## config.mk

```make
export PLATFORM = sky130hd
export DESIGN_NAME = sync_fifo_param
export DESIGN_NICKNAME = d
export VERILOG_FILES = /design/src/rtl/sync_fifo_param.sv
export SDC_FILE = /design/constraint.sdc
export NUM_CORES = 1
export LEC_CHECK = 0
export CORE_ASPECT_RATIO = 1.2
export CORE_MARGIN = 8
export CORE_UTILIZATION = 54
export DETAILED_ROUTE_END_ITERATION = 6
export GPL_ROUTABILITY_DRIVEN = 0
export PLACE_DENSITY = 0.76
export SETUP_SLACK_MARGIN = 0.1
export SLEW_MARGIN = 20
export SYNTH_ARGS = -nofsm -noshare
export SYNTH_HDL_FRONTEND = slang
export SYNTH_SLANG_ARGS = --single-unit
```

## constraint.sdc

```tcl
create_clock -name clk -period 2.55 [get_ports clk]
set_input_delay 0.255 -clock clk [delete_from_list [all_inputs] [get_ports clk]]
set_output_delay 0.255 -clock clk [all_outputs]
set_load 0.03 [all_outputs]
```

## src/rtl/sync_fifo_param.sv

```systemverilog
// ---------------------------------------------------------------------------
// sync_fifo_param
//
// This is a parametrised single-clock FIFO that sits between the AXI manager
// register path and downstream consumers.
//
// Features:
//   - occupancy count
//   - almost-full / almost-empty thresholds
//   - sticky overflow / underflow flags
//   - synchronous flush
//
// Optional build macro:
//   SYNC_FIFO_PARAM_FWFT_EN
//     Defined   : first-word-fall-through. read_data shows the head word
//                 combinationally, and reads 0 while the FIFO is empty.
//     Undefined : standard mode. read_data is registered and updates on the
//                 edge that accepts a pop.
//
// Parameters:
//   DATA_W    : data width in bits
//   DEPTH     : number of entries (power of two, >= 4)
//   AF_THRESH : almost_full asserts when count >= AF_THRESH
//   AE_THRESH : almost_empty asserts when count <= AE_THRESH
//
// Ports:
//   clk          : clock, rising edge
//   rst_n        : synchronous active-low reset
//   flush        : synchronous empty request (ignores push/pop that cycle)
//   write_enable : push request
//   write_data   : push data
//   read_enable  : pop request
//   read_data    : pop data
//   full         : count == DEPTH
//   empty        : count == 0
//   almost_full  : count >= AF_THRESH
//   almost_empty : count <= AE_THRESH
//   count        : occupancy, 0..DEPTH
//   err_clr      : clears the sticky error flags
//   overflow     : sticky, a push was attempted while full
//   underflow    : sticky, a pop was attempted while empty
// ---------------------------------------------------------------------------
module sync_fifo_param #(
   parameter int  DATA_W    = 8,
   parameter int  DEPTH     = 16,
   parameter int  AF_THRESH = 14,
   parameter int  AE_THRESH = 2,
   localparam int ADDR_W    = $clog2(DEPTH)
) (
   input  logic              clk,
   input  logic              rst_n,
   input  logic              flush,
   input  logic              write_enable,
   input  logic [DATA_W-1:0] write_data,
   input  logic              read_enable,
   output logic [DATA_W-1:0] read_data,
   output logic              full,
   output logic              empty,
   output logic              almost_full,
   output logic              almost_empty,
   output logic [ADDR_W:0]   count,
   input  logic              err_clr,
   output logic              overflow,
   output logic              underflow
);

   localparam logic [ADDR_W:0] DEPTH_C = (ADDR_W+1)'(DEPTH);
   localparam logic [ADDR_W:0] AF_C    = (ADDR_W+1)'(AF_THRESH);
   localparam logic [ADDR_W:0] AE_C    = (ADDR_W+1)'(AE_THRESH);

   logic [DATA_W-1:0] mem [DEPTH];

   logic [ADDR_W-1:0] wr_ptr_reg, wr_ptr_next;
   logic [ADDR_W-1:0] rd_ptr_reg, rd_ptr_next;
   logic [ADDR_W:0]   count_reg, count_next;
   logic              overflow_reg, overflow_next;
   logic              underflow_reg, underflow_next;
   logic              wr_acc, rd_acc;

   // Status decodes only from the count register.
   // This keeps the flags glitch-free, with no combinational path from any input.
   assign full         = (count_reg == DEPTH_C);
   assign empty        = (count_reg == '0);
   assign almost_full  = (count_reg >= AF_C);
   assign almost_empty = (count_reg <= AE_C);
   assign count        = count_reg;
   assign overflow     = overflow_reg;
   assign underflow    = underflow_reg;

   // A flush cycle swallows both requests.
   assign wr_acc = write_enable & ~full  & ~flush;
   assign rd_acc = read_enable  & ~empty & ~flush;

   always_comb begin
      wr_ptr_next = wr_ptr_reg;
      rd_ptr_next = rd_ptr_reg;
      count_next  = count_reg;
      if (flush) begin
         wr_ptr_next = '0;
         rd_ptr_next = '0;
         count_next  = '0;
      end else begin
         // Pointers wrap naturally at DEPTH because DEPTH is a power of two.
         if (wr_acc) wr_ptr_next = wr_ptr_reg + ADDR_W'(1);
         if (rd_acc) rd_ptr_next = rd_ptr_reg + ADDR_W'(1);
         count_next = count_reg + {{ADDR_W{1'b0}}, wr_acc}
                                - {{ADDR_W{1'b0}}, rd_acc};
      end
      // A new error event takes priority over err_clr in the same cycle.
      // A flush cycle never raises an error.
      overflow_next  = (write_enable & full  & ~flush) | (overflow_reg  & ~err_clr);
      underflow_next = (read_enable  & empty & ~flush) | (underflow_reg & ~err_clr);
   end

   always_ff @(posedge clk) begin
      if (!rst_n) begin
         wr_ptr_reg    <= '0;
         rd_ptr_reg    <= '0;
         count_reg     <= '0;
         overflow_reg  <= 1'b0;
         underflow_reg <= 1'b0;
      end else begin
         wr_ptr_reg    <= wr_ptr_next;
         rd_ptr_reg    <= rd_ptr_next;
         count_reg     <= count_next;
         overflow_reg  <= overflow_next;
         underflow_reg <= underflow_next;
      end
   end

   // Storage is deliberately not reset.
   always_ff @(posedge clk) begin
      if (rst_n && wr_acc) mem[wr_ptr_reg] <= write_data;
   end

`ifdef SYNC_FIFO_PARAM_FWFT_EN
   // The head word is visible combinationally and is forced to 0 while empty.
   assign read_data = empty ? '0 : mem[rd_ptr_reg];
`else
   logic [DATA_W-1:0] rdata_reg;

   // read_data holds between accepted pops, including across a flush.
   always_ff @(posedge clk) begin
      if (!rst_n)
         rdata_reg <= '0;
      else if (rd_acc)
         rdata_reg <= mem[rd_ptr_reg];
   end

   assign read_data = rdata_reg;
`endif

endmodule

```

==> results_dict.tcl <==
set metrics [dict create \
    largest_register_ffs 128 \
    cts_tree "done" \
    synthToLayoutAreaGrowth_pct 21.27 \
    required_ns 2.84 \
    htreeDepth 4 \
    syn-num-nets 371 \
    die_w_um 114.2 \
    ys_warn_count 0 \
    yosysTopAreaCell "edfxtp_1" \
    ir_drop_mv 0.5243 \
    timing.rr.start "count[3]$_SDFF_PP0_" \
    wl_per_cell_um 21.31 \
    grt.total_usage_pct 17.80 \
    layout.nets 441 \
    synthCells 340 \
    synth_edf_count 128 \
    synth_seq_cells 151 \
    clkLatencyLatePin_ns 0.42 \
    final_area_um2 7577 \
    path_delay_family "adder cells" \
    outcome "complete, no violations" \
    dieArea_um2 15280 \
    root_buffer "clkbuf_16" \
    hold_violations 0 \
    seqPwrFrac_pct 48.5 \
    clock_power_share_pct 43.7 \
    finalClockSkew_ns 0.01023 \
    drive_gt1_share_pct 21.04 \
    crit_path_cell_trace "inv_4, ha_4, or4b_4, nand2_8, inv_8, ha_4, inv_2, ha_4, inv_2, fa_2, o21bai_1, a21oi_1, xnor2_1, nor2_1" \
    finalCriticalPeriod_ns 2.493 \
    p_per_area_nw_per_um2 739.5 \
    critPathMaxStageDelay_ns 0.50 \
    swShare_pct 22.17 \
    io_buffers 32 \
    yosysSeqAreaShare_pct 68.88 \
    ant_nets 0 \
    maxCapViolCount 0 \
    crit_slowest_cell "or4b_4" \
    preCtsSetupSlack_ns -0.07194 \
    fin_crit_sh_pct 97.76 \
    cp-end-kind "register" \
    path_common_cell "ha_4" \
    synth_most_common_cell "edfxtp_1" \
    num_vias 3314 \
    synthArstFlopShare_pct 0 \
    synth.area.top_cells "edfxtp_1 62%, mux4_1 11%, dfxtp_1 7.4%, ha_1 3.2%, mux2i_1 2.6%" \
    synth_cell_types 37 \
    holdWs_ns 0.5127 \
    grt_pass1_vias 3454 \
    dp.final_hpwl_um 7623 \
    start_util_pct 54.78 \
    drc 0 \
    timing.fmax_mhz 401.2 \
    p_leak_uw 0.002499 \
    drtIter0Drc 187 \
    grt_start_max_net_pins 36 \
    core_um2 11410 \
    crit_type "reg2reg" \
    n_antenna_cell 0 \
    synth_top_area_share_pct 61.51 \
    power.total_uw 5604 \
    wirelength_um 12360 \
    r2r_slack_ns 0.06 \
    grt_pass1_wl_um 19650 \
    dr.pass1.iters 4 \
    startpoint "count[3]$_SDFF_PP0_" \
    numCtsBuffers 17 \
    netlist_area_um2 6248 \
    setup_viol 0 \
    r2r_cells 14 \
    hold_class "reg2reg" \
    ios 33 \
    hold_buffers 0 \
    pwr-share-comb_pct 7.7 \
    dpl_cell_area_um2 6947 \
    slew_headroom_pct 59.71 \
    die_y_um 133.8 \
    setup_slack_ns 0.05724 \
    rsz0062_at_grt "yes" \
    final.setup.tns_ns 0 \
    p_switching_uw 1242 \
    worst_slew_pin_slew_ns 0.6025 \
    cp-start-kind "register" \
    viasPerCell 5.714 \
    gr-total-overflow 0 \
    cts.sinks 151 \
    avgSynthCellArea_um2 18.38 \
    yosys-top-cells-count "128 x edfxtp_1, 28 x nor2_1, 26 x mux4_1, 23 x dfxtp_1" \
    antenna_found_initial 0 \
    fp-row-count 43 \
    path_buf_inv 4 \
    worst-path-max-fanout 5 \
    cp.arrival_ns 2.78 \
    synth_top_flop_cell "edfxtp_1" \
    endpoint "count[4]$_SDFF_PP0_" \
    p_int_uw 4361 \
    worstSetupPathDepth 14 \
    clk_pin_slew_ns 0.06 \
    drv_slew 0 \
    timing.rr.end "count[4]$_SDFF_PP0_" \
    clockBufferDepth 2 \
]
==> cells by family after synthesis <==
family          count (synthesis)  share of synthesized area [%]
simple gates                   68                          5.967
compound gates                 19                          2.143
flops                         151                          68.88
xor+xnor                        9                          1.262
buf+inv                        28                          2.563
mux                            48                          15.66
fa+ha+maj                      17                          3.524
==> how the worst min path moves through the flow <==
stage,start,end,slack (ns),cells past startpoint
4_1_cts,read_data[7]$_SDFFE_PN0P_,read_data[7]$_SDFFE_PN0P_,0.51,2
3_3_place_gp,read_data[0]$_SDFFE_PN0P_,read_data[0]$_SDFFE_PN0P_,0.48,2
5_1_grt,read_data[7]$_SDFFE_PN0P_,read_data[7]$_SDFFE_PN0P_,0.56,2
2_1_floorplan,write_data[0],mem[0][0]$_DFFE_PP_,0.35,0
3_5_place_dp,read_data[7]$_SDFFE_PN0P_,read_data[7]$_SDFFE_PN0P_,0.49,2
6_report,read_data[7]$_SDFFE_PN0P_,read_data[7]$_SDFFE_PN0P_,0.51,2
==> worst min-delay path, stage by stage, from the launching register on <==
cell	delay, ns
dfxtp_1	0.33
nand3_1	0.07
o221ai_1	0.07
==> metal layers <==
metal  up-vias  routed length, µm  track usage, %
met3        19                700           5.126
met2       124               6614           29.27
met4         0                298           8.821
li1       1492                  -               -
met1      1679               4744           20.95
met5         -                  0               0
==> repair_timing <==
| action | CTS | global route |
|---|---|---|
| cloned | 0 | 0 |
| resized for setup | 4 | 0 |
| endpoints found under the setup margin | 2 | 2 |
| buffers inserted | 3 | 0 |
| pin swaps | 6 | 0 |
==> cells in the final DEF (no fill, tap or decap), types with 6 or more instances in the layout <==
master           Yosys  routed
a21oi_1              6       6
buf_4                1      31
clkbuf_16            0      17
clkdlybuf4s50_1      0      31
clkinv_4             0       7
dfxtp_1             23      19
edfxtp_1           128     128
ha_1                16      13
inv_1               14      10
mux2i_1             16      16
mux4_1              26      26
mux4_2               6       6
nand2_1              7       7
nand3_1             12      12
nor2_1              28      27
o221ai_1             8       8
xnor2_1              7       7
==> layout make-up <==
cell class / count / area [µm²]
clock buffers: 19 / 442.9
clock inverters: 13 / 151.4
fillers: 796 / 3829
inverters: 15 / 68.82
multi-input cells: 161 / 1832
flip-flops and latches: 151 / 4314
well taps: 157 / 196.4
repair buffers: 64 / 571.8
==> power by group through the flow <==
stage / logic (µW) / clock network [µW] / registers [µW]
final: 434 / 2450 / 2720
after CTS: 440 / 2490 / 2720
after floorplan: 211 / 0 / 2800
after global placement: 414 / 0 / 2770
after detailed placement: 431 / 0 / 2770
after global routing: 472 / 2600 / 2720
==> per-stage QoR <==
step,cells,util (%)
floorplan,340,-
finish,580,66.43
detailed placement,545,60.90
CTS,580,66.43
global route,580,66.43
global placement,545,60.90
(Power assumes the default switching activity.)
